`src/rtl/uart_rx_pkt_ctrl.sv`:
```
// ---------------------------------------------------------------------------
// uart_rx_pkt_ctrl
// Packet controller sitting behind uart_recv. It gates the receiver, detects
// byte completion on the falling edge of rec_busy, parses framed packets
// (HEADER, length, payload, XOR checksum), buffers the payload and streams a
// verified payload downstream over a valid/ready handshake.
//
// Ports
//   sys_clk, sys_rst_n      clock, async active-low reset
//   ctrl_en                 controller enable (low aborts a packet silently)
//   rec_dout, rec_busy      byte and busy flag from uart_recv
//   rec_en                  receiver enable to uart_recv
//   pkt_data/valid/last     payload stream, pkt_ready is the downstream accept
//   pkt_len                 length of the packet currently being streamed
//   err_len/err_chk/err_to  one-cycle error pulses (bad length, checksum,
//                           inter-byte timeout)
//
// state  | meaning
// IDLE   | hunting for HEADER, everything else discarded
// LEN    | waiting for the length byte
// DATA   | collecting payload bytes into the buffer, running XOR
// CHK    | waiting for the checksum byte
// SEND   | streaming buffered payload, receiver gated off
// ---------------------------------------------------------------------------
module uart_rx_pkt_ctrl #(
    parameter logic [7:0] HEADER      = 8'hA5,
    parameter int         MAX_LEN     = 16,
    parameter int         TIMEOUT_CYC = 50000
) (
    input  logic       sys_clk,
    input  logic       sys_rst_n,
    input  logic       ctrl_en,
    input  logic [7:0] rec_dout,
    input  logic       rec_busy,
    output logic       rec_en,
    output logic [7:0] pkt_data,
    output logic       pkt_valid,
    input  logic       pkt_ready,
    output logic       pkt_last,
    output logic [7:0] pkt_len,
    output logic       err_len,
    output logic       err_chk,
    output logic       err_to
);

    localparam int IDX_W  = $clog2(MAX_LEN + 1);
    localparam int BUF_AW = $clog2(MAX_LEN);
    localparam int TO_W   = $clog2(TIMEOUT_CYC);

    // The timeout decision is taken in the cycle the counter would step onto
    // TIMEOUT_CYC-1, so err_to registers on the same edge the count would
    // have reached that value.
    localparam logic [TO_W-1:0] TO_LAST = TO_W'(TIMEOUT_CYC - 2);

    typedef enum logic [2:0] {
        S_IDLE,
        S_LEN,
        S_DATA,
        S_CHK,
        S_SEND
    } state_t;

    state_t            r_state;
    logic              r_busy_d;
    logic [7:0]        r_len;
    logic [7:0]        r_chk;
    logic [IDX_W-1:0]  r_idx;
    logic [TO_W-1:0]   r_to_cnt;
    logic              r_rec_en;
    logic [7:0]        r_pkt_data;
    logic              r_pkt_valid;
    logic              r_pkt_last;
    logic [7:0]        r_pkt_len;
    logic              r_err_len;
    logic              r_err_chk;
    logic              r_err_to;
    logic [7:0]        r_buf [MAX_LEN];

    logic              w_byte_stb;
    logic              w_len_ok;
    logic              w_idx_final;
    logic              w_buf_we;
    logic [IDX_W-1:0]  w_idx_inc;

    assign w_byte_stb  = r_busy_d & ~rec_busy;
    assign w_len_ok    = (rec_dout != 8'd0) && (rec_dout <= 8'(MAX_LEN));
    assign w_idx_inc   = r_idx + IDX_W'(1);
    assign w_idx_final = (8'(r_idx) == (r_len - 8'd1));
    assign w_buf_we    = (r_state == S_DATA) && ctrl_en && w_byte_stb;

    // Payload storage carries no reset; contents are only read after being
    // written by the current packet.
    always_ff @(posedge sys_clk) begin
        if (w_buf_we) begin
            r_buf[r_idx[BUF_AW-1:0]] <= rec_dout;
        end
    end

    always_ff @(posedge sys_clk or negedge sys_rst_n) begin
        if (!sys_rst_n) begin
            r_state     <= S_IDLE;
            r_busy_d    <= 1'b0;
            r_len       <= 8'd0;
            r_chk       <= 8'd0;
            r_idx       <= '0;
            r_to_cnt    <= '0;
            r_rec_en    <= 1'b0;
            r_pkt_data  <= 8'd0;
            r_pkt_valid <= 1'b0;
            r_pkt_last  <= 1'b0;
            r_pkt_len   <= 8'd0;
            r_err_len   <= 1'b0;
            r_err_chk   <= 1'b0;
            r_err_to    <= 1'b0;
        end else begin
            r_busy_d  <= rec_busy;
            r_err_len <= 1'b0;
            r_err_chk <= 1'b0;
            r_err_to  <= 1'b0;
            r_rec_en  <= ctrl_en;

            case (r_state)
                S_IDLE: begin
                    r_to_cnt <= '0;
                    if (ctrl_en && w_byte_stb && (rec_dout == HEADER)) begin
                        r_chk   <= 8'd0;
                        r_state <= S_LEN;
                    end
                end

                S_LEN, S_DATA, S_CHK: begin
                    if (!ctrl_en) begin
                        // Disable mid-packet is a deliberate abort, not an error.
                        r_state <= S_IDLE;
                    end else if (w_byte_stb) begin
                        // A strobe in the terminal-count cycle still wins.
                        r_to_cnt <= '0;
                        if (r_state == S_LEN) begin
                            if (w_len_ok) begin
                                r_len   <= rec_dout;
                                r_chk   <= rec_dout;
                                r_idx   <= '0;
                                r_state <= S_DATA;
                            end else begin
                                r_err_len <= 1'b1;
                                r_state   <= S_IDLE;
                            end
                        end else if (r_state == S_DATA) begin
                            r_chk <= r_chk ^ rec_dout;
                            r_idx <= w_idx_inc;
                            if (w_idx_final) begin
                                r_state <= S_CHK;
                            end
                        end else begin
                            if (rec_dout == r_chk) begin
                                r_idx       <= '0;
                                r_pkt_len   <= r_len;
                                r_pkt_valid <= 1'b1;
                                r_pkt_data  <= r_buf[0];
                                r_pkt_last  <= (r_len == 8'd1);
                                r_rec_en    <= 1'b0;
                                r_state     <= S_SEND;
                            end else begin
                                r_err_chk <= 1'b1;
                                r_state   <= S_IDLE;
                            end
                        end
                    end else if (r_to_cnt == TO_LAST) begin
                        r_err_to <= 1'b1;
                        r_state  <= S_IDLE;
                    end else begin
                        r_to_cnt <= r_to_cnt + TO_W'(1);
                    end
                end

                S_SEND: begin
                    r_rec_en <= 1'b0;
                    if (r_pkt_valid && pkt_ready) begin
                        if (r_pkt_last) begin
                            r_pkt_valid <= 1'b0;
                            r_pkt_last  <= 1'b0;
                            r_pkt_data  <= 8'd0;
                            r_pkt_len   <= 8'd0;
                            r_rec_en    <= ctrl_en;
                            r_state     <= S_IDLE;
                        end else begin
                            r_idx      <= w_idx_inc;
                            r_pkt_data <= r_buf[w_idx_inc[BUF_AW-1:0]];
                            r_pkt_last <= (8'(w_idx_inc) == (r_len - 8'd1));
                        end
                    end
                end

                default: begin
                    r_state <= S_IDLE;
                end
            endcase
        end
    end

    assign rec_en    = r_rec_en;
    assign pkt_data  = r_pkt_data;
    assign pkt_valid = r_pkt_valid;
    assign pkt_last  = r_pkt_last;
    assign pkt_len   = r_pkt_len;
    assign err_len   = r_err_len;
    assign err_chk   = r_err_chk;
    assign err_to    = r_err_to;

endmodule

```
`config.mk`:
```
export PLATFORM = sky130hd
export DESIGN_NAME = uart_rx_pkt_ctrl
export DESIGN_NICKNAME = d
export VERILOG_FILES = /design/src/rtl/uart_rx_pkt_ctrl.sv
export SDC_FILE = /design/constraint.sdc
export NUM_CORES = 1
export LEC_CHECK = 0
export CAP_MARGIN = 20
export CELL_PAD_IN_SITES_DETAIL_PLACEMENT = 1
export CELL_PAD_IN_SITES_GLOBAL_PLACEMENT = 1
export CORE_UTILIZATION = 39
export CTS_CLUSTER_DIAMETER = 50
export DETAILED_ROUTE_END_ITERATION = 6
export PLACE_DENSITY = 0.7
export SLEW_MARGIN = 20
export SYNTH_ARGS = -nofsm -noshare
export SYNTH_HDL_FRONTEND = slang
export SYNTH_SLANG_ARGS = --single-unit
```
`constraint.sdc`:
```
create_clock -name sys_clk -period 5.4 [get_ports sys_clk]
set_input_delay 0.81 -clock sys_clk [delete_from_list [all_inputs] [get_ports sys_clk]]
set_output_delay 0.81 -clock sys_clk [all_outputs]
set_load 0.02 [all_outputs]
```
==> impl_table.tex, run 1 <==
\begin{tabular}{lr}
\hline
Metric & Value \\
\hline
\multicolumn{2}{l}{\textbf{Timing}} \\
\quad Actual slew at the worst max-slew pin & $\sim$1.1 ns \\
\quad Final setup skew & $\sim$0.02 ns \\
\quad Count of final max-slew check failures & 0 \\
\quad Post-layout worst setup margin & around 1.9 ns \\
\quad Highest clock frequency the design can meet & between 200 and 300 MHz \\
\quad Final count of hold timing violations & 0 \\
\quad Setup repair after global routing missed its margin & false \\
\quad Number of setup violations in the final report & 0 \\
\quad Final period demand of the worst path & about 3.5 ns \\
\quad Hold WS & about 0.50 ns \\
\quad Ratio of final minimum period to clock period & 64.9\% \\
\quad Worst relative slew slack & 28.1\% \\
\quad Total negative setup slack & 0 ns \\
\multicolumn{2}{l}{\textbf{Setup path}} \\
\quad Largest stage delay on the critical path & 0.80 ns \\
\quad Req. time, crit path & about 5.5 ns \\
\quad Critical-path top delay cell & sky130\_fd\_sc\_hd\_\_nor3\_1 \\
\quad Maximum net fanout on the critical path & 9 \\
\quad Critical path capture point type & register \\
\quad Buffers \& Inverters on Critical Path & 1 \\
\quad Timing startpoint of the critical path & rec\_busy \\
\quad Worst path cell trace & clkdlybuf4s50\_1, nand3b\_1, nor3\_1, nand2\_1, nor2\_1 \\
\quad Data arrival time of the critical path & about 3.6 ns \\
\quad Path type of the worst setup path & input port to register \\
\quad CP startpoint kind & input port \\
\quad Kind of cell adding the most delay to the critical path & simple AND/OR/NAND/NOR gates \\
\quad Critical R2R Launch & r\_idx[0]\$\_DFFE\_PN0P\_ \\
\multicolumn{2}{l}{\textbf{Placement}} \\
\quad Worst slack, placed & between 1 and 1.5 ns \\
\quad Final weighted congestion in routability-driven placement & slightly above 0.8 \\
\quad PortBufs & 34 \\
\quad Cell area after placement & a little over 0.009 mm2 \\
\quad Half-perimeter wire length of the detailed placement result & about 15000 um \\
\multicolumn{2}{l}{\textbf{Pwr}} \\
\quad Peak supply drop & 0.217 mV \\
\quad Leakage power & around 3.6 nW \\
\quad Total power density per cell area & 301 mW/mm2 \\
\quad Overall power of the completed layout & 2.99 mW \\
\multicolumn{2}{l}{\textbf{Drt}} \\
\quad Via-to-Cell Ratio & roughly 5.8 \\
\quad Total number of vias & about 5600 \\
\quad Number of detailed-route iterations in the first pass & 4 \\
\quad Iteration-0 DRC count of the detailed router & 360 \\
\quad Antenna violation net count after detailed routing & 0 \\
\quad Detail-routed net length per standard cell & $\sim$23 um \\
\quad Wirelength, routed & around 22000 um \\
\quad Count of unresolved DRC violations after routing & 0 \\
\multicolumn{2}{l}{\textbf{Logic synthesis}} \\
\quad Post-synthesis compound-gate area fraction & a little under a tenth \\
\quad Multiplexer area fraction after synthesis & 8.21\% \\
\quad Warnings, synthesis & 0 \\
\quad Post-synthesis sequential area ratio & between 60\% and 70\% \\
\quad Top-area cell type share of the netlist area & roughly 45\% \\
\quad Distinct cells, synth & 73 \\
\quad Count of state elements after synthesis & 191 \\
\quad Number of flops mapped to enable cells by yosys & 128 \\
\quad Per-instance average area after synthesis & roughly 13 um2 \\
\quad Synthesized-area fraction occupied by and/or/nand/nor cells & $\sim$13\% \\
\quad Predominant post-synthesis flop cell & sky130\_fd\_sc\_hd\_\_edfxtp\_1 \\
\quad Top cells by area, synth & sky130\_fd\_sc\_hd\_\_edfxtp\_1 45\%, sky130\_fd\_sc\_hd\_\_dfrtp\_1 18\%, sky130\_fd\_sc\_hd\_\_mux4\_2 4.7\% \\
\quad Net count of the mapped netlist & between 600 and 700 \\
\quad Xor and xnor area share after synthesis & 2.84\% \\
\quad Main combinational cell family by area after synthesis & simple AND/OR/NAND/NOR gates \\
\quad Leading area contributor after synthesis & sky130\_fd\_sc\_hd\_\_edfxtp\_1 \\
\quad Fraction of the mapped netlist area in adder cells & under 10\% \\
\quad Post-synth ARST share & between 30\% and 40\% \\
\quad Syn Inst Count & between 600 and 700 \\
\quad Post-synthesis instance area & between 0.008 and 0.009 mm2 \\
\multicolumn{2}{l}{\textbf{GRT}} \\
\quad Combined global-route utilization of all metal layers & approximately a fifth \\
\quad Largest net degree at the start of global routing & between 60 and 70 \\
\quad Vias in the first global route & between 6000 and 7000 \\
\quad Initial antenna violation count & 0 \\
\quad Global route total overflow & 0 \\
\quad Wire length of the first global-routing pass & 34800 um \\
\multicolumn{2}{l}{\textbf{Floorplan}} \\
\quad Cell Rows & 53 \\
\quad Die width & between 150 and 200 um \\
\quad Overall die area & between 0.02 and 0.025 mm2 \\
\quad Effective utilization at floorplan & around two fifths \\
\quad Core ar. & $\sim$0.021 mm2 \\
\quad I/O pin count & 35 \\
\quad Height of the die & around 150 um \\
\multicolumn{2}{l}{\textbf{Final layout}} \\
\quad Nets & a little over 700 \\
\quad Fin area & $\sim$0.01 mm2 \\
\quad Number of diodes & 0 \\
\quad Share of cells above drive strength 1 & 14.5\% \\
\quad Commonest non-fill, non-tap cells in the layout & 128 x sky130\_fd\_sc\_hd\_\_edfxtp\_1, 87 x sky130\_fd\_sc\_hd\_\_nand2\_1, 63 x sky130\_fd\_sc\_hd\_\_dfrtp\_1 \\
\quad Syn-to-layout area delta & 15.6\% \\
\quad Leading cell type in the layout, fill and taps excluded & sky130\_fd\_sc\_hd\_\_edfxtp\_1 \\
\multicolumn{2}{l}{\textbf{Clocking}} \\
\quad Number of CTS-inserted buffers & 17 \\
\quad \# H-tree levels & 4 \\
\quad Number of resized instances in the post-cts repair step & 0 \\
\quad Clock tree from TritonCTS & built \\
\quad Clk Tree Root Cell & sky130\_fd\_sc\_hd\_\_clkbuf\_16 \\
\quad Worst-path clk slew & 0.07 ns \\
\quad Maximum count of clock buffers along a single path & 2 \\
\quad Clk Latency, worst-skew pair & about 0.44 ns \\
\quad Sinks on the clock net & 191 \\
\quad Post-cts hold buffer count & 0 \\
\quad Buffers inserted during post-CTS setup optimization & 0 \\
\multicolumn{2}{l}{\textbf{Worst hold path}} \\
\quad Critical hold path startpoint & pkt\_len[0]\$\_DFFE\_PN0P\_ \\
\quad Kind of path behind the tightest hold check & register to register \\
\multicolumn{2}{l}{\textbf{Outcome}} \\
\quad Outcome & finished clean \\
\multicolumn{2}{l}{\textbf{Run}} \\
\quad Max\_cap viols & 0 \\
\hline
\end{tabular}
==> cells by family (layout without fill, tap and decap cells) <==
logic type,Yosys count,count (layout)
flops,191,191
compound gates,107,107
simple gates,213,213
buf+inv,50,103
mux,47,47
fa+ha+maj,8,8
xor+xnor,27,27
==> worst reg2reg max path, cell delays in order (launching register included) <==
cell and delay, ns:
sky130_fd_sc_hd__dfrtp_1 0.79, sky130_fd_sc_hd__ha_1 0.46, sky130_fd_sc_hd__xor2_4 0.71, sky130_fd_sc_hd__buf_4 0.40
sky130_fd_sc_hd__mux2i_1 0.26, sky130_fd_sc_hd__a32oi_1 0.09, sky130_fd_sc_hd__a31oi_1 0.37, sky130_fd_sc_hd__o221ai_1 0.15
==> final cells by class <==
| type | instances | area [um2] |
|---|---|---|
| Sequential cell | 191 | 5420 |
| Timing Repair Buffer | 49 | 455 |
| Tap cell | 275 | 344 |
| Inverter | 22 | 82.6 |
| Fill cell | 2181 | 11400 |
| Clock inverter | 14 | 203 |
| Multi-Input combinational cell | 402 | 2990 |
| Clock buffer | 18 | 429 |
==> worst paths after layout <==
| check | endpoint | slack (ns) | cells past startpoint |
|---|---|---|---|
| max reg2reg | pkt_data[6]$_DFFE_PN0P_ | 2.03 | 7 |
| min reg2reg | pkt_len[0]$_DFFE_PN0P_ | 0.50 | 1 |
| min in group asynchronous | r_to_cnt[9]$_DFFE_PN0P_ | 0.53 | 2 |
| min | pkt_len[0]$_DFFE_PN0P_ | 0.50 | 1 |
| max | r_buf[13][7]$_DFFE_PP_ | 1.90 | 5 |
| max in group asynchronous | pkt_data[6]$_DFFE_PN0P_ | 4.27 | 2 |
==> flip-flops by register name, summed over array words and instances (netlist names) <==
signal / count
r_to_cnt: 16
r_chk: 8
r_buf: 128
r_state: 3
pkt_len: 8
pkt_data: 8
pkt_last: 1
err_chk: 1
r_len: 8
err_to: 1
r_busy_d: 1
pkt_valid: 1
err_len: 1
r_idx: 5
rec_en: 1
==> synthesized netlist by cell type, types with 9 or more instances <==
library cell and n:
sky130_fd_sc_hd__edfxtp_1 128, sky130_fd_sc_hd__dfrtp_1 63, sky130_fd_sc_hd__mux4_2 18, sky130_fd_sc_hd__inv_1 22
sky130_fd_sc_hd__clkbuf_1 15, sky130_fd_sc_hd__o21ai_0 14, sky130_fd_sc_hd__a21oi_1 13, sky130_fd_sc_hd__nand2_1 87
sky130_fd_sc_hd__nand3_1 15, sky130_fd_sc_hd__a31oi_1 11, sky130_fd_sc_hd__xnor2_1 23, sky130_fd_sc_hd__buf_2 9
sky130_fd_sc_hd__nor3_1 20, sky130_fd_sc_hd__a22o_1 9, sky130_fd_sc_hd__nor2_1 32, sky130_fd_sc_hd__mux2i_1 22
sky130_fd_sc_hd__a32oi_1 17
==> where the power goes <==
group	leakage (nW)	total [mW]	internal, mW	switching (mW)
logic	1.35	0.0625	0.0191	0.0434
clock network	0.300	1.36	0.784	0.571
registers	1.94	1.57	1.57	0.00341
total	3.59	2.99	2.37	0.618
==> metal layers <==
layer,vias up,track usage [%],part of all wire [%]
met5,-,0,0
met4,0,7.63,1.7
met3,25,3.94,4.7
met2,130,34.8,51
met1,2918,27.0,43
li1,2520,-,-
==> stage by stage <==
step | utilization, % | std cells
floorplan | - | 643
global placement | 43.5 | 938
detailed placement | 43.5 | 938
CTS | 46.5 | 970
global route | 46.6 | 971
finish | 46.6 | 971
No activity file was read; power rests on OpenSTA's default activity.
==> run 2: changes to the inputs <==
==> constraint.sdc (replaced) <==
create_clock -name sys_clk -period 3.3 [get_ports sys_clk]
set_input_delay 0.495 -clock sys_clk [delete_from_list [all_inputs] [get_ports sys_clk]]
set_output_delay 0.495 -clock sys_clk [all_outputs]
set_load 0.02 [all_outputs]
==> run 2 against run 1 <==
Effect of this change:
- critical endpoint is now pkt_data[2]$_DFFE_PN0P_
- register-to-register slack worse by 1.5 ns
- global-route usage up 1.0 points
- sequential cell count unchanged
- final cell count up 3.1%
==> impl_table.tex, run 2 (synthesis results as in run 1) <==
\begin{tabular}{lr}
\hline
Metric & Value \\
\hline
\multicolumn{2}{l}{\textbf{GRT}} \\
\quad Wire length of the first global-routing pass & 35800 um (was 34800 um) \\
\quad Combined global-route utilization of all metal layers & 21.9\% (was 20.9\%) \\
\quad Largest net degree at the start of global routing & 34 (was 64) \\
\quad Global route total overflow & 0 (unchanged) \\
\quad Vias in the first global route & 6198 (was 6077) \\
\quad Initial antenna violation count & 1 (was 0) \\
\multicolumn{2}{l}{\textbf{Setup path}} \\
\quad CP startpoint kind & register (was input port) \\
\quad Critical-path top delay cell & sky130\_fd\_sc\_hd\_\_xnor2\_1 (was sky130\_fd\_sc\_hd\_\_nor3\_1) \\
\quad Critical R2R Launch & r\_idx[1]\$\_DFFE\_PN0P\_ (was r\_idx[0]\$\_DFFE\_PN0P\_) \\
\quad Req. time, crit path & 3.65 ns (was 5.47 ns) \\
\quad Worst path cell trace & ha\_1, xnor2\_1, buf\_4, nand2\_1, a32oi\_1, a31oi\_1, o221ai\_1 (was clkdlybuf4s50\_1, nand3b\_1, nor3\_1, nand2\_1, nor2\_1) \\
\quad Number of cell instances on the worst register-to-register path & 7 (unchanged) \\
\quad Data arrival time of the critical path & 3.10 ns (was 3.57 ns) \\
\quad Capture instance of the worst register-to-register path & pkt\_data[2]\$\_DFFE\_PN0P\_ (was pkt\_data[6]\$\_DFFE\_PN0P\_) \\
\quad Critical path capture point type & register (unchanged) \\
\quad Worst R2R Setup Slack & 0.55 ns (was 2.03 ns) \\
\quad Maximum net fanout on the critical path & 14 (was 9) \\
\quad Largest stage delay on the critical path & 0.79 ns (was 0.80 ns) \\
\quad Path type of the worst setup path & register to register (was input port to register) \\
\multicolumn{2}{l}{\textbf{Floorplan}} \\
\quad Effective utilization at floorplan & 40.3\% (unchanged) \\
\quad Core ar. & 0.0213 mm2 (unchanged) \\
\quad Die width & 150 um (unchanged) \\
\quad Height of the die & 150 um (unchanged) \\
\quad Cell Rows & 53 (unchanged) \\
\quad I/O pin count & 35 (unchanged) \\
\quad Overall die area & 0.0226 mm2 (unchanged) \\
\multicolumn{2}{l}{\textbf{Clocking}} \\
\quad Clk Tree Root Cell & sky130\_fd\_sc\_hd\_\_clkbuf\_16 (unchanged) \\
\quad Buffers inserted during post-CTS setup optimization & 0 (unchanged) \\
\quad Worst-path clk slew & 0.08 ns (was 0.07 ns) \\
\quad Clock tree from TritonCTS & built (unchanged) \\
\quad Number of resized instances in the post-cts repair step & 0 (unchanged) \\
\quad Number of CTS-inserted buffers & 17 (unchanged) \\
\quad Sinks on the clock net & 191 (unchanged) \\
\quad Clk Latency, worst-skew pair & 0.45 ns (was 0.44 ns) \\
\quad Maximum count of clock buffers along a single path & 2 (unchanged) \\
\quad \# H-tree levels & 4 (unchanged) \\
\quad Post-cts hold buffer count & 0 (unchanged) \\
\multicolumn{2}{l}{\textbf{Timing}} \\
\quad Total negative setup slack & 0 ns (unchanged) \\
\quad Ratio of final minimum period to clock period & 83.3\% \\
\quad Setup repair after global routing missed its margin & false (unchanged) \\
\quad Post-layout worst setup margin & 0.551 ns (was 1.90 ns) \\
\quad Hold WS & 0.116 ns (was 0.505 ns) \\
\quad Number of setup violations in the final report & 0 (unchanged) \\
\quad Final count of hold timing violations & 0 (unchanged) \\
\quad Final setup skew & 0.0108 ns (was 0.0205 ns) \\
\quad Worst relative slew slack & 35.2\% (was 28.1\%) \\
\quad Actual slew at the worst max-slew pin & 0.964 ns (was 1.07 ns) \\
\quad Final period demand of the worst path & approximately 2.7 ns \\
\quad Count of final max-slew check failures & 0 (unchanged) \\
\quad Highest clock frequency the design can meet & approximately 360 MHz \\
\multicolumn{2}{l}{\textbf{Drt}} \\
\quad Antenna violation net count after detailed routing & 0 (unchanged) \\
\quad Detail-routed net length per standard cell & 23.1 um (was 22.8 um) \\
\quad Count of unresolved DRC violations after routing & 0 (unchanged) \\
\quad Iteration-0 DRC count of the detailed router & 321 (was 360) \\
\quad Wirelength, routed & 23100 um (was 22100 um) \\
\quad Total number of vias & 5714 (was 5593) \\
\quad Via-to-Cell Ratio & 5.71 (was 5.76) \\
\quad Number of detailed-route iterations in the first pass & 5 (was 4) \\
\multicolumn{2}{l}{\textbf{Placement}} \\
\quad Half-perimeter wire length of the detailed placement result & 16300 um (was 14800 um) \\
\quad Final weighted congestion in routability-driven placement & 0.836 (was 0.829) \\
\quad Cell area after placement & 0.00949 mm2 (was 0.00927 mm2) \\
\quad PortBufs & 34 (unchanged) \\
\quad Worst slack, placed & 0.332 ns (was 1.49 ns) \\
\multicolumn{2}{l}{\textbf{Pwr}} \\
\quad Total power density per cell area & 485 mW/mm2 (was 301 mW/mm2) \\
\quad Leakage power & 3.76 nW (was 3.59 nW) \\
\quad Peak supply drop & 0.330 mV (was 0.217 mV) \\
\multicolumn{2}{l}{\textbf{Worst hold path}} \\
\quad Kind of path behind the tightest hold check & input port to asynchronous set/reset pin (was register to register) \\
\multicolumn{2}{l}{\textbf{Final layout}} \\
\quad Number of diodes & 0 (unchanged) \\
\quad Syn-to-layout area delta & 18.1\% (was 15.6\%) \\
\quad Nets & 734 (was 704) \\
\quad Fin area & 0.0101 mm2 (was 0.00992 mm2) \\
\quad Leading cell type in the layout, fill and taps excluded & sky130\_fd\_sc\_hd\_\_edfxtp\_1 (unchanged) \\
\quad Share of cells above drive strength 1 & 17.6\% (was 14.5\%) \\
\quad Largest register FFs & 128 (unchanged) \\
\quad Commonest non-fill, non-tap cells in the layout & 128 x sky130\_fd\_sc\_hd\_\_edfxtp\_1, 87 x sky130\_fd\_sc\_hd\_\_nand2\_1, 63 x sky130\_fd\_sc\_hd\_\_dfrtp\_1 (unchanged) \\
\multicolumn{2}{l}{\textbf{Outcome}} \\
\quad Outcome & finished clean (unchanged) \\
\multicolumn{2}{l}{\textbf{Run}} \\
\quad Max\_cap viols & 0 (unchanged) \\
\hline
\end{tabular}
## run 2: routing by layer
| layer | up-vias | GRT usage (%) | part of all wire, % |
|---|---|---|---|
| met2 | 143 | 38.7 | 52 |
| met1 | 2953 | 26.4 | 42 |
| li1 | 2583 | - | - |
| met4 | 0 | 7.78 | 2.1 |
| met3 | 35 | 4.39 | 4.0 |
| met5 | - | 0 | 0 |
## run 2: worst max path at each step
stage,from,end,cells past startpoint
floorplan,r_idx[0]$_DFFE_PN0P_,pkt_data[1]$_DFFE_PN0P_,9
global placement,rec_dout[1],pkt_last$_DFFE_PN0P_,6
detailed placement,rec_dout[1],pkt_last$_DFFE_PN0P_,6
CTS,r_idx[1]$_DFFE_PN0P_,pkt_data[2]$_DFFE_PN0P_,7
global route,r_idx[0]$_DFFE_PN0P_,pkt_data[1]$_DFFE_PN0P_,7
finish,r_idx[1]$_DFFE_PN0P_,pkt_data[2]$_DFFE_PN0P_,7
## run 2: layout make-up
type	count	area, um2
timing repair buffer	79	673
multi-input combinational	402	2970
sequential	191	5420
clock inverter	15	218
inverter	22	82.6
clock buffer	17	425
tap	275	344
fill	2180	11200
## run 2: power breakdown
group | total (mW) | internal [mW] | switching, mW | leakage, nW
Sequential | 2.57 | 2.56 | 0.00616 | 1.94
Combinational | 0.106 | 0.0336 | 0.0729 | 1.51
Clock | 2.24 | 1.23 | 1.00 | 0.314
## run 2: worst max-delay path, delay by kind of cell, from the launching register on
kind	cells	cell delay [ns]
flip-flops	1	0.44
buffers and inverters	1	0.38
AO/OA/AOI/OAI	3	0.63
adder cells (fa/ha/maj)	1	0.32
AND/OR/NAND/NOR	1	0.09
XOR/XNOR	1	0.79
## run 2: through the flow
| step | std cells | power (mW) | util (%) |
|---|---|---|---|
| detailed placement | 969 | 2.73 | 44.6 |
| CTS | 1001 | 4.94 | 47.6 |
| global placement | 969 | 2.72 | 44.6 |
| global route | 1001 | 5.04 | 47.6 |
| finish | 1001 | 4.91 | 47.6 |
| floorplan | 643 | 2.64 | - |
==> run 3: changes to the inputs <==
==> constraint.sdc (replaced) <==
create_clock -name sys_clk -period 2.61 [get_ports sys_clk]
set_input_delay 0.3915 -clock sys_clk [delete_from_list [all_inputs] [get_ports sys_clk]]
set_output_delay 0.3915 -clock sys_clk [all_outputs]
set_load 0.02 [all_outputs]
==> run 3 against run 2 <==
Effect of this change:
- non-clock buffer count grew 8
- first-iteration DRC count up 52%
- maximum frequency increased by 14%
- routed wire length fell by 2.0%
- critical path type unchanged
- critical endpoint unchanged
==> impl_table.tex, run 3 (synthesis results as in run 1) <==
\begin{tabular}{lr}
\hline
Metric & Value \\
\hline
\multicolumn{2}{l}{\textbf{Outcome}} \\
\quad Outcome & finished clean (unchanged) \\
\multicolumn{2}{l}{\textbf{Drt}} \\
\quad Count of unresolved DRC violations after routing & 0 (unchanged) \\
\quad Wirelength, routed & 22700 um (was 23100 um) \\
\quad Detail-routed net length per standard cell & 22.5 um (was 23.1 um) \\
\quad Via-to-Cell Ratio & 5.66 (was 5.71) \\
\quad Total number of vias & 5711 (was 5714) \\
\quad Number of detailed-route iterations in the first pass & 5 (unchanged) \\
\quad Iteration-0 DRC count of the detailed router & 488 (was 321) \\
\quad Antenna violation net count after detailed routing & 0 (unchanged) \\
\multicolumn{2}{l}{\textbf{Timing}} \\
\quad Total negative setup slack & 0 ns (unchanged) \\
\quad Hold WS & 0.392 ns (was 0.116 ns) \\
\quad Count of final max-slew check failures & 0 (unchanged) \\
\quad Worst relative slew slack & 50.6\% (was 35.2\%) \\
\quad Final count of hold timing violations & 0 (unchanged) \\
\quad Setup repair after global routing missed its margin & false (unchanged) \\
\quad Actual slew at the worst max-slew pin & 0.736 ns (was 0.964 ns) \\
\quad Highest clock frequency the design can meet & 415 MHz (was 364 MHz) \\
\quad Ratio of final minimum period to clock period & 92.3\% (was 83.3\%) \\
\quad Final setup skew & 0.0115 ns (was 0.0108 ns) \\
\quad Number of setup violations in the final report & 0 (unchanged) \\
\quad Post-layout worst setup margin & 0.201 ns (was 0.551 ns) \\
\quad Final period demand of the worst path & 2.41 ns (was 2.75 ns) \\
\multicolumn{2}{l}{\textbf{Setup path}} \\
\quad Maximum net fanout on the critical path & 21 (was 14) \\
\quad Req. time, crit path & 2.90 ns (was 3.65 ns) \\
\quad Data arrival time of the critical path & 2.70 ns (was 3.10 ns) \\
\quad Number of cell instances on the worst register-to-register path & 7 (unchanged) \\
\quad Path type of the worst setup path & register to register (unchanged) \\
\quad CP startpoint kind & register (unchanged) \\
\quad Critical path capture point type & register (unchanged) \\
\multicolumn{2}{l}{\textbf{GRT}} \\
\quad Largest net degree at the start of global routing & 30 (was 34) \\
\quad Combined global-route utilization of all metal layers & 21.7\% (was 21.9\%) \\
\quad Initial antenna violation count & 0 (was 1) \\
\quad Wire length of the first global-routing pass & 35800 um (about the same) \\
\quad Global route total overflow & 0 (unchanged) \\
\quad Vias in the first global route & 6302 (was 6198) \\
\multicolumn{2}{l}{\textbf{Pwr}} \\
\quad Total power density per cell area & 598 mW/mm2 (was 485 mW/mm2) \\
\quad Leakage power & 3.79 nW (was 3.76 nW) \\
\quad Overall power of the completed layout & 6.09 mW (was 4.91 mW) \\
\quad Peak supply drop & 0.458 mV (was 0.330 mV) \\
\multicolumn{2}{l}{\textbf{Run}} \\
\quad Max\_cap viols & 0 (unchanged) \\
\multicolumn{2}{l}{\textbf{Final layout}} \\
\quad Storage cell area & 0.00542 mm2 (unchanged) \\
\quad Syn-to-layout area delta & 18.7\% (was 18.1\%) \\
\quad Largest register FFs & 128 (unchanged) \\
\quad \# fillers & 2152 (was 2180) \\
\quad Combined area of the multi-input logic cells & 0.00297 mm2 (about the same) \\
\quad Fin area & 0.0102 mm2 (was 0.0101 mm2) \\
\quad Leading cell type in the layout, fill and taps excluded & sky130\_fd\_sc\_hd\_\_edfxtp\_1 (unchanged) \\
\quad Commonest non-fill, non-tap cells in the layout & 128 x sky130\_fd\_sc\_hd\_\_edfxtp\_1, 87 x sky130\_fd\_sc\_hd\_\_nand2\_1, 63 x sky130\_fd\_sc\_hd\_\_dfrtp\_1 (unchanged) \\
\quad Nets & 742 (was 734) \\
\quad Number of diodes & 0 (unchanged) \\
\quad Share of cells above drive strength 1 & 18.7\% (was 17.6\%) \\
\multicolumn{2}{l}{\textbf{Floorplan}} \\
\quad Effective utilization at floorplan & 40.3\% (unchanged) \\
\quad I/O pin count & 35 (unchanged) \\
\quad Cell Rows & 53 (unchanged) \\
\quad Core ar. & 0.0213 mm2 (unchanged) \\
\quad Overall die area & 0.0226 mm2 (unchanged) \\
\quad Height of the die & 150 um (unchanged) \\
\quad Die width & 150 um (unchanged) \\
\multicolumn{2}{l}{\textbf{Clocking}} \\
\quad Sinks on the clock net & 191 (unchanged) \\
\quad Number of CTS-inserted buffers & 17 (unchanged) \\
\quad Worst-path clk slew & 0.08 ns (about the same) \\
\quad Clk Latency, worst-skew pair & 0.44 ns (was 0.45 ns) \\
\quad \# H-tree levels & 4 (unchanged) \\
\quad Maximum count of clock buffers along a single path & 2 (unchanged) \\
\quad Buffers inserted during post-CTS setup optimization & 0 (unchanged) \\
\quad Clock tree from TritonCTS & built (unchanged) \\
\quad Clk Tree Root Cell & sky130\_fd\_sc\_hd\_\_clkbuf\_16 (unchanged) \\
\multicolumn{2}{l}{\textbf{Placement}} \\
\quad Worst slack, placed & -0.0957 ns (was 0.332 ns) \\
\quad Half-perimeter wire length of the detailed placement result & 16300 um (about the same) \\
\quad PortBufs & 34 (unchanged) \\
\quad Final weighted congestion in routability-driven placement & 0.795 (was 0.836) \\
\quad Cell area after placement & 0.00956 mm2 (was 0.00949 mm2) \\
\multicolumn{2}{l}{\textbf{Worst hold path}} \\
\quad Kind of path behind the tightest hold check & input port to asynchronous set/reset pin (unchanged) \\
\hline
\end{tabular}
## run 3: worst paths after layout
check	start	end	slack (ns)
worst max-delay path	r_idx[1]$_DFFE_PN0P_	pkt_data[2]$_DFFE_PN0P_	0.20
worst min-delay path	sys_rst_n	r_to_cnt[10]$_DFFE_PN0P_	0.39
worst max register to register	r_idx[1]$_DFFE_PN0P_	pkt_data[2]$_DFFE_PN0P_	0.20
worst min register to register	pkt_len[2]$_DFFE_PN0P_	pkt_len[2]$_DFFE_PN0P_	0.51
max in group asynchronous	sys_rst_n	pkt_data[2]$_DFFE_PN0P_	1.51
min in group sys_clk	rec_busy	r_busy_d$_DFF_PN0_	0.46
## run 3: per-layer routing
| layer | GRT usage (%) | vias to the layer above | share of wire (%) |
|---|---|---|---|
| met2 | 37.7 | 124 | 52 |
| li1 | - | 2593 | - |
| met1 | 26.6 | 2963 | 42 |
| met3 | 3.70 | 31 | 3.5 |
| met5 | 0 | - | 0 |
| met4 | 9.14 | 0 | 2.3 |
## run 3: per-stage QoR
step,cells,utilization [%]
floorplan,643,-
global placement,976,44.9
detailed placement,976,44.9
CTS,1009,47.8
global route,1009,47.8
finish,1009,47.8
## run 3: worst max-delay path, stage by stage, from the launching register on
cell	delay, ns
sky130_fd_sc_hd__dfrtp_1	0.45
sky130_fd_sc_hd__inv_1	0.12
sky130_fd_sc_hd__ha_1	0.50
sky130_fd_sc_hd__buf_12	0.23
sky130_fd_sc_hd__and2_1	0.31
sky130_fd_sc_hd__a32oi_1	0.21
sky130_fd_sc_hd__a31oi_1	0.29
sky130_fd_sc_hd__o221ai_1	0.14
## run 3: where the power goes
part | leakage (nW) | switching [mW] | internal (mW)
clock | 0.298 | 1.30 | 1.39
sequential | 1.94 | 0.00773 | 3.24
combinational | 1.55 | 0.0943 | 0.0502
total | 3.79 | 1.41 | 4.68
## run 3: what timing repair did
item	4_1_cts	5_1_grt
endpoints found under the setup margin	0	3
hold endpoints to repair	14	0
hold buffers	1	0
gates resized for setup	0	2
## run 3: cell type report
| type | instances | area share (%) |
|---|---|---|
| clock inverters | 15 | 1.78 |
| well taps | 275 | 3.38 |
| flip-flops and latches | 191 | 53.2 |
| clock buffers | 17 | 4.18 |
| multi-input cells | 402 | 29.2 |
| repair buffers | 87 | 7.47 |
| inverters | 22 | 0.811 |
